`src/rtl/axis_aud_pkg.sv`:
```
// Shared constants, beat payload type and helpers for the audio channel FIFO.
package axis_aud_pkg;

  localparam int unsigned AUD_DATA_W = 32;
  localparam int unsigned AUD_TID_W  = 3;
  localparam int unsigned AUD_NUM_CH = 2;
  localparam int unsigned AUD_DEPTH  = 16;
  localparam int unsigned ERR_CNT_W  = 8;

  typedef struct packed {
    logic [AUD_TID_W-1:0]  tid;
    logic [AUD_DATA_W-1:0] tdata;
  } aud_beat_t;

  // Saturating increment for the violation counter.
  function automatic logic [ERR_CNT_W-1:0] sat_inc(input logic [ERR_CNT_W-1:0] v);
    return (v == '1) ? v : v + ERR_CNT_W'(1);
  endfunction

endpackage

```
`src/rtl/axis_aud_seq_chk.sv`:
```
// Channel-sequence checker: tracks the expected channel ID of the next accepted
// beat and flags/counts out-of-order or out-of-range IDs.
module axis_aud_seq_chk
  import axis_aud_pkg::*;
#(
  parameter int unsigned TID_W  = AUD_TID_W,
  parameter int unsigned NUM_CH = AUD_NUM_CH
) (
  input  logic                 clk,
  input  logic                 rst,
  input  logic                 fire,
  input  logic [TID_W-1:0]     tid,
  output logic                 beat_ok_c,
  output logic                 ch_err,
  output logic [ERR_CNT_W-1:0] ch_err_cnt
);

  localparam logic [TID_W-1:0] LAST_CH = TID_W'(NUM_CH - 1);

  logic [TID_W-1:0] exp_ch;

  assign beat_ok_c = (tid == exp_ch) && ({1'b0, tid} < (TID_W + 1)'(NUM_CH));

  // Expected channel advances only on good beats; bad beats pulse and count.
  always_ff @(posedge clk or posedge rst) begin
    if (rst) begin
      exp_ch     <= '0;
      ch_err     <= 1'b0;
      ch_err_cnt <= '0;
    end else begin
      ch_err <= fire && !beat_ok_c;
      if (fire) begin
        if (beat_ok_c) begin
          exp_ch <= (exp_ch == LAST_CH) ? '0 : exp_ch + TID_W'(1);
        end else begin
          ch_err_cnt <= sat_inc(ch_err_cnt);
        end
      end
    end
  end

endmodule

```
`src/rtl/axis_aud_ch_fifo.sv`:
```
// AXI-Stream audio FIFO with optional channel-sequence checking.
// Define AXIS_AUD_CH_CHECK_EN to enable the checker (drops out-of-sequence beats).
module axis_aud_ch_fifo
  import axis_aud_pkg::*;
#(
  parameter int unsigned DATA_W = AUD_DATA_W,
  parameter int unsigned TID_W  = AUD_TID_W,
  parameter int unsigned NUM_CH = AUD_NUM_CH,
  parameter int unsigned DEPTH  = AUD_DEPTH
) (
  input  logic                     s_axis_aud_aclk,
  input  logic                     s_axis_aud_areset,
  input  logic [DATA_W-1:0]        s_axis_aud_tdata,
  input  logic [TID_W-1:0]         s_axis_aud_tid,
  input  logic                     s_axis_aud_tvalid,
  output logic                     s_axis_aud_tready,
  output logic [DATA_W-1:0]        m_axis_aud_tdata,
  output logic [TID_W-1:0]         m_axis_aud_tid,
  output logic                     m_axis_aud_tvalid,
  input  logic                     m_axis_aud_tready,
  output logic [$clog2(DEPTH):0]   fifo_level,
  output logic                     ch_err,
  output logic [ERR_CNT_W-1:0]     ch_err_cnt
);

  localparam int unsigned PTR_W = $clog2(DEPTH);
  localparam int unsigned LVL_W = PTR_W + 1;

  if (DEPTH < 2 || (DEPTH & (DEPTH - 1)) != 0) begin : g_bad_depth
    $error("DEPTH must be a power of two and at least 2");
  end
  if (NUM_CH < 1 || NUM_CH > (2 ** TID_W)) begin : g_bad_num_ch
    $error("NUM_CH must be in 1..2**TID_W");
  end

  typedef struct packed {
    logic [TID_W-1:0]  tid;
    logic [DATA_W-1:0] tdata;
  } beat_t;

  beat_t            mem [DEPTH];
  logic [PTR_W-1:0] wr_ptr;
  logic [PTR_W-1:0] rd_ptr;
  logic             rdy_arm;
  logic             push;
  logic             pop;
  logic             beat_ok;
  logic             store;

  assign s_axis_aud_tready = rdy_arm && (fifo_level != LVL_W'(DEPTH));
  assign m_axis_aud_tvalid = (fifo_level != '0);
  assign push  = s_axis_aud_tvalid && s_axis_aud_tready;
  assign pop   = m_axis_aud_tvalid && m_axis_aud_tready;
  assign store = push && beat_ok;

  assign m_axis_aud_tid   = mem[rd_ptr].tid;
  assign m_axis_aud_tdata = mem[rd_ptr].tdata;

`ifdef AXIS_AUD_CH_CHECK_EN
  axis_aud_seq_chk #(
    .TID_W  (TID_W),
    .NUM_CH (NUM_CH)
  ) u_seq_chk (
    .clk        (s_axis_aud_aclk),
    .rst        (s_axis_aud_areset),
    .fire       (push),
    .tid        (s_axis_aud_tid),
    .beat_ok_c  (beat_ok),
    .ch_err     (ch_err),
    .ch_err_cnt (ch_err_cnt)
  );
`else
  assign beat_ok    = 1'b1;
  assign ch_err     = 1'b0;
  assign ch_err_cnt = '0;
`endif

  // Ingress stays closed during reset and opens on the first edge after it.
  always_ff @(posedge s_axis_aud_aclk or posedge s_axis_aud_areset) begin
    if (s_axis_aud_areset) begin
      rdy_arm <= 1'b0;
    end else begin
      rdy_arm <= 1'b1;
    end
  end

  // Pointers wrap naturally since DEPTH is a power of two.
  always_ff @(posedge s_axis_aud_aclk or posedge s_axis_aud_areset) begin
    if (s_axis_aud_areset) begin
      wr_ptr     <= '0;
      rd_ptr     <= '0;
      fifo_level <= '0;
    end else begin
      if (store) wr_ptr <= wr_ptr + PTR_W'(1);
      if (pop)   rd_ptr <= rd_ptr + PTR_W'(1);
      case ({store, pop})
        2'b10:   fifo_level <= fifo_level + LVL_W'(1);
        2'b01:   fifo_level <= fifo_level - LVL_W'(1);
        default: fifo_level <= fifo_level;
      endcase
    end
  end

  always_ff @(posedge s_axis_aud_aclk) begin
    if (store) mem[wr_ptr] <= '{tid: s_axis_aud_tid, tdata: s_axis_aud_tdata};
  end

endmodule

```
`config.mk`:
```
export PLATFORM = sky130hd
export DESIGN_NAME = axis_aud_ch_fifo
export DESIGN_NICKNAME = d
export VERILOG_FILES = /design/src/rtl/axis_aud_pkg.sv /design/src/rtl/axis_aud_seq_chk.sv /design/src/rtl/axis_aud_ch_fifo.sv
export SDC_FILE = /design/constraint.sdc
export NUM_CORES = 1
export LEC_CHECK = 0
export ABC_AREA = 1
export ABC_CLOCK_PERIOD_IN_PS = 6200
export CAP_MARGIN = 40
export CORE_MARGIN = 1.5
export CORE_UTILIZATION = 40
export DETAILED_ROUTE_END_ITERATION = 7
export DONT_BUFFER_PORTS = 1
export GPL_TIMING_DRIVEN = 0
export SYNTH_ARGS = -nofsm -noshare
export SYNTH_HDL_FRONTEND = slang
export SYNTH_SLANG_ARGS = --single-unit
```
`constraint.sdc`:
```
create_clock -name s_axis_aud_aclk -period 6.2 [get_ports s_axis_aud_aclk]
set_clock_uncertainty 0.05 [all_clocks]
set_input_delay 0.62 -clock s_axis_aud_aclk [delete_from_list [all_inputs] [get_ports s_axis_aud_aclk]]
set_output_delay 0.62 -clock s_axis_aud_aclk [all_outputs]
set_load 0.02 [all_outputs]
```
==> summary.txt, run 1 <==
Setup path
  • Worst-path cell chain: buf_4 > inv_2 > clkbuf_1 > nand3_1 > nand3_1 > nand2_1 > nand2_1
  • R2r setup slk: roughly 3.2 ns
  • CP max FO: 10
  • Setup crit end: m_axis_aud_tdata[9]
  • Worst EP required: around 5.5 ns
  • Critical path origin: rd_ptr[1]
  • Reg2reg path depth: 15
  • Worst r2r src: fifo_level[0]
  • Crit path capture type: output pin
  • R2R Path End: fifo_level[4]
  • Setup CP Type: flip-flop to output pin
  • Slowest CP cell: clkbuf_1
  • Slowest stage delay, CP: between 0.5 and 0.6 ns
  • CP arrival: ~2.7 ns
  • Setup crit start kind: flip-flop

Die
  • Row count: 90
  • Boundary Pins: 90
  • Core Box Area: approximately 60000 um2
  • Die footprint: 62300 um2
  • Die outline height: approximately 250 um
  • Die span in x: 250 um
  • Starting density of the core: about 40%

Synth
  • Gate Count Post-Synth: between 2000 and 2500
  • Synth warn: 0
  • Yosys reg bits: ~570
  • Sequential share of the synthesized area: 70.5%
  • Post-Syn Area: around 24000 um2
  • Distinct cells, synth: 23
  • Avg Inst Size Synth: ~10 um2

Min path
  • WHS Path Cells: 0
  • Hold path startpoint: s_axis_aud_tdata[14]
  • Hold crit path type: input pin to flip-flop

Power
  • Peak supply drop: around 0.00026 V
  • Design Power: 12.2 mW
  • P per Cell Area: 438 nW/um2
  • Leak: around 12 nW

Clock tree
  • CTS tree: yes
  • Clock root cell: clkbuf_16
  • Setup Buffers After CTS: 0
  • # clock sinks: between 500 and 600
  • Clock transition at path regs: approximately 0.06 ns
  • Worst skew pair latency: about 0.62 ns
  • H-Tree Depth: 2
  • Num CTS Buffers: slightly below 60
  • Longest Clk Path Bufs: 3
  • Post-CTS Resized: 0

Global route
  • Vias in the first global route: 15543
  • First-pass GRT wire length: 95300 um
  • Pin count of the biggest net entering global routing: 17
  • Initial antenna violation count: 0
  • All-Layer GR Usage: between 20% and 30%
  • Grt ovf: 0

Placement
  • Gpl congestion: ~0.80
  • Worst setup slack after placement: roughly 3.3 ns
  • Post-placement cell count: 3176
  • PortBufs: 0
  • DP Wirelength: ~43000 um

Finish
  • Commonest non-fill, non-tap cell in the layout: nand2_1
  • Share of post-route cells with drive strength above 1: between 10% and 20%
  • Final nets: approximately 2500
  • Number of fill cells: approximately 5500
  • Area delta synth->final: 14.7%
  • Final std cells w/o fill: ~3300
  • Ant diodes: 0
  • Commonest cells after routing, fill and taps aside: 910 x nand2_1, 560 x edfxtp_1, 232 x inv_1, 220 x nand3_1, 213 x nor2_1

STA
  • Setup WS post-layout: between 2 and 3 ns
  • Min cycle time layout: 3.38 ns
  • Slew @ Worst Pin: 0.887 ns
  • Hold Vio Cnt, Final: 0
  • Final Cycle Share: 54.5%
  • RSZ-0062 raised after global routing: false
  • Relative slew slack: 40.5%
  • Max Freq: 296 MHz
  • Final Max Slew Viols: 0
  • Final setup fails: 0

Route
  • Drt first-iter violations: 1402
  • DRC: 0
  • Detail Route Antenna Nets: 0
  • Initial DRT Pass Iterations: 5
  • DR vias: about 16000
  • Routed len/inst: 19.2 um
  • Final wirelength: 63200 um
  • Via density: 4.87

Flow run
  • Max Cap Viol: 0

Status
  • Status: complete, no violations
how the worst min path moves through the flow:
stage	end	slack, ns
floorplan	fifo_level[0]	0.46
global placement	wr_ptr[3]	0.50
finish	mem[8][14]	0.04
CTS	mem[2][7]	0.00008
global route	mem[2][7]	0.02
detailed placement	wr_ptr[3]	0.51
worst max-delay path, delay by kind of cell, from the launching register on:
| family | cells | cell delay, ns |
|---|---|---|
| simple gates | 4 | 0.67 |
| buf+inv | 3 | 1.04 |
| flops | 1 | 0.38 |
per-stage QoR:
step           area [um2]  utilization (%)  hold slack (ns)  TNS [ns]
6_report            27900             46.4           0.0361         0
5_1_grt             27900             46.4           0.0161         0
4_1_cts             27900             46.3        0.0000762         0
3_5_place_dp        26100             43.2            0.514         0
3_3_place_gp        25300             42.1            0.500   -193.19
2_1_floorplan       24400                -            0.459         0
power breakdown:
part	internal, mW	switching, mW
clock	1.96	1.46
combinational	1.09	3.17
sequential	4.45	0.0916
registers in the layout, summed over array words and instances (netlist names):
name	count
mem	560
rdy_arm	1
rd_ptr	4
fifo_level	5
wr_ptr	4
final cells by class:
cell class	instances	area (um2)	area share (%)
inverter	237	892	3.19
clock buffer	75	1550	5.54
timing repair buffer	72	662	2.37
tap	782	978	3.50
buffer	118	623	2.23
clock inverter	32	290	1.04
sequential	574	17200	61.5
multi-input combinational	1397	5770	20.6
cells in the mapped netlist (all sizes together):
library cell	n	area share [%]
nand3	220	4.5
buf	97	2.2
inv	237	3.7
conb	2	0.031
xnor2	3	0.11
o21ai	9	0.19
nand2	910	14
fa	1	0.082
nand4	2	0.051
dfrtp	14	1.4
clkbuf	21	0.32
or2	1	0.026
ha	9	0.46
nor3	16	0.33
nor2	214	3.3
xor2	2	0.072
edfxtp	560	69
cell families after synthesis:
logic type / Yosys count / share of synthesized area, %
AOI/OAI and AO/OA: 9 / 0.185
xor gates and xnor gates: 5 / 0.180
adders and majority gates: 10 / 0.545
buffers and inverters: 355 / 6.23
DFF: 574 / 70.5
other: 2 / 0.0309
and+or+nand+nor: 1363 / 22.3
layer usage:
layer  global-route usage (%)  vias to the layer above  part of all wire (%)
met2                     34.1                      490                    48
met3                     3.55                      133                   7.0
met1                     26.4                     7603                    42
met5                        0                        -                     0
li1                         -                     7768                     -
met4                     7.63                        0                   3.3
what timing repair did:
action,CTS,global route
setup endpoints to repair,0,0
endpoints found under the hold margin,16,0
hold buffers,2,0
Power figures use the tool's default switching activity.
==> run 2: changes to the inputs <==
ABC_CLOCK_PERIOD_IN_PS = 3360   (was 6200)
clock period = 3.36 ns   (was 6.2 ns; I/O delays follow)
==> run 2 against run 1 <==
  * Clock-buffer cell count unchanged
  * Power up 86%
  * Combinational power is 88% higher
  * Via count up 1.2%
  * Critical path depth unchanged
  * Largest cell class unchanged
==> summary.txt, run 2 (synthesis results as in run 1) <==
Route
  • DRC: 0 (unchanged)
  • Final wirelength: 63700 um (+0.86%)
  • Detail Route Antenna Nets: 0 (unchanged)
  • Initial DRT Pass Iterations: 5 (unchanged)
  • Drt first-iter violations: 1442 (+2.9%)
  • DR vias: 16180 (+1.2%)
  • Via density: 4.87 (about the same)
  • Routed len/inst: 19.2 um (-0.30%)

Finish
  • Area delta synth->final: 16.2%
  • Share of post-route cells with drive strength above 1: 10.2% (-0.14 points)
  • Final nets: 2542 (+1.4%)
  • Fin util: 46.9% (+0.59 points)
  • Final instance area: 28300 um2 (+1.3%)
  • Max reg flops: 560 (unchanged)
  • Top reg by flops: mem
  • Commonest cells after routing, fill and taps aside: 910 x nand2_1, 560 x edfxtp_1, 232 x inv_1, 220 x nand3_1, 213 x nor2_1
  • Final std cells w/o fill: 3325 (+1.2%)
  • Commonest non-fill, non-tap cell in the layout: nand2_1
  • Top flop regs: mem: 560 flops, fifo_level: 5 flops

Clock tree
  • Post-CTS Resized: 0 (unchanged)
  • Clock root cell: clkbuf_16
  • CTS tree: yes
  • H-Tree Depth: 2 (unchanged)
  • Worst skew pair latency: 0.62 ns (about the same)
  • Clock transition at path regs: 0.06 ns (about the same)
  • Longest Clk Path Bufs: 3 (unchanged)
  • # clock sinks: 574 (unchanged)
  • Num CTS Buffers: 58 (unchanged)

Placement
  • PortBufs: 0 (unchanged)
  • Worst setup slack after placement: 0.450 ns (-2.84 ns)
  • DP Wirelength: 43200 um (unchanged)
  • Dpl cell area: 26100 um2 (unchanged)
  • Gpl congestion: 0.797 (unchanged)
  • Post-placement cell count: 3176 (unchanged)

Power
  • Peak supply drop: 0.000470 V (+84%)
  • Comb power frac: 35.3% (+0.4 points)
  • NetSw: 8.85 mW (+87%)
  • Clock share of power: 27.8% (-0.2 points)
  • Sw Share: 38.9% (+0.30 points)
  • Sequential Power Share: 36.9% (-0.2 points)
  • Leak: 11.7 nW (+1.3%)
  • P per Cell Area: 803 nW/um2 (+83%)
  • Int Power: 13.9 mW (+85%)

Global route
  • Grt ovf: 0 (unchanged)
  • Pin count of the biggest net entering global routing: 17 (unchanged)
  • Vias in the first global route: 15719 (+1.1%)
  • All-Layer GR Usage: 20.5% (+0.13 points)
  • Initial antenna violation count: 1 (+1)
  • First-pass GRT wire length: 96000 um (+0.73%)

Setup path
  • Setup CP Type: flip-flop to output pin
  • Worst EP required: 2.97 ns (-2.56 ns)
  • Slowest CP cell: clkbuf_1
  • R2r setup slk: 0.40 ns (-2.83 ns)
  • Worst-path cell chain: buf_4 > inv_2 > clkbuf_1 > nand3_1 > nand3_1 > nand2_1 > nand2_1
  • Family with the most delay on the worst path: buffers and inverters
  • Setup crit start kind: flip-flop
  • Slowest stage delay, CP: 0.57 ns (about the same)
  • CP max FO: 10 (unchanged)
  • Buf+Inv Stages, Crit Path: 3 (unchanged)
  • R2R Path End: fifo_level[4]
  • Reg2reg path depth: 15 (unchanged)
  • Crit path capture type: output pin
  • CP arrival: 2.71 ns (about the same)
  • Worst r2r src: fifo_level[0]

Min path
  • Hold worst-path end: rd_ptr[0]
  • WHS Path Cells: 2 (+2)
  • Hold path startpoint: m_axis_aud_tready
  • Hold crit path type: input pin to flip-flop

Die
  • Die span in x: 250 um (unchanged)
  • Row count: 90 (unchanged)
  • Starting density of the core: 40.4% (unchanged)
  • Boundary Pins: 90 (unchanged)
  • Die footprint: 62300 um2 (unchanged)
  • Die outline height: 250 um (unchanged)
  • Core Box Area: 60200 um2 (unchanged)

STA
  • Hold Vio Cnt, Final: 0 (unchanged)
  • Min cycle time layout: about 3.1 ns
  • Final Max Slew Viols: 0 (unchanged)
  • Final Cycle Share: between 90 and 100%
  • Slew @ Worst Pin: 0.884 ns (-0.00273 ns)
  • Final setup fails: 0 (unchanged)
  • RSZ-0062 raised after global routing: false
  • WHS: 0.0560 ns (+0.0198 ns)
  • Relative slew slack: 40.7% (+0.18 points)
  • Max Freq: around 320 MHz
  • Setup WS post-layout: 0.262 ns (-2.56 ns)

Flow run
  • Max Cap Viol: 0 (unchanged)

Status
  • Status: complete, no violations
[run 2: changes by cell type in the layout (fill, tap and decap cells not counted)]
cell	previous run	this run
diode_2	0	3
dlygate4sd3_1	2	37
[run 2: layout make-up]
cell class	instances	area [um2]
fillers	5452	32000
flip-flops and latches	574	17200
multi-input cells	1397	5770
clock buffers	75	1550
repair buffers	107	1010
well taps	782	978
inverters	237	892
plain buffers	118	623
clock inverters	32	290
diodes	3	7.51
[run 2: worst register-to-register path: stages, from the launching register on]
cell,delay [ns]
dfrtp_1,0.54
nor2_1,0.11
nand3_1,0.24
nand2_1,0.27
inv_1,0.30
ha_1,0.35
inv_1,0.12
fa_1,0.42
inv_1,0.07
nand2_1,0.04
nand2_1,0.07
nand2_1,0.05
nand2_1,0.05
nand2_1,0.04
nand2_1,0.05
nand2_1,0.05
[run 2: power groups by stage]
stage,combinational [mW],clock (mW),sequential [mW]
after floorplan,5.27,0,8.51
after global placement,7.70,0,8.56
after detailed placement,7.92,0,8.53
after CTS,8.09,6.40,8.38
after global routing,8.88,6.64,8.41
final,8.02,6.32,8.38
[run 2: layer usage]
| layer | up-vias | wire length [um] | track usage (%) | share of wire [%] |
|---|---|---|---|---|
| met1 | 7700 | 27200 | 27.0 | 43 |
| met2 | 496 | 30500 | 34.2 | 48 |
| met3 | 137 | 3880 | 3.11 | 6.1 |
| met4 | 0 | 2130 | 7.60 | 3.3 |
| met5 | - | 0 | 0 | 0 |
| li1 | 7847 | - | - | - |
[run 2: worst max path at each step]
stage,cells after the start,from,slack [ns],to
after floorplan,5,fifo_level[0],-0.60,mem[10][0]
after global placement,5,fifo_level[0],-3.54,mem[3][17]
after detailed placement,15,fifo_level[0],0.45,fifo_level[4]
after CTS,7,rd_ptr[1],0.22,m_axis_aud_tdata[9]
after global routing,7,rd_ptr[1],0.09,m_axis_aud_tdata[9]
final,7,rd_ptr[1],0.26,m_axis_aud_tdata[9]
[run 2: what timing repair did]
action                                 CTS  global route
hold buffers                            37             0
buffers inserted                         0             0
endpoints found under the hold margin  578             0
[run 2: metrics by stage]
stage               setup TNS, ns  total power, mW
global route                    0             23.9
global placement         -1779.48             16.3
floorplan                 -335.52             13.8
CTS                             0             22.9
detailed placement              0             16.4
finish                          0             22.7
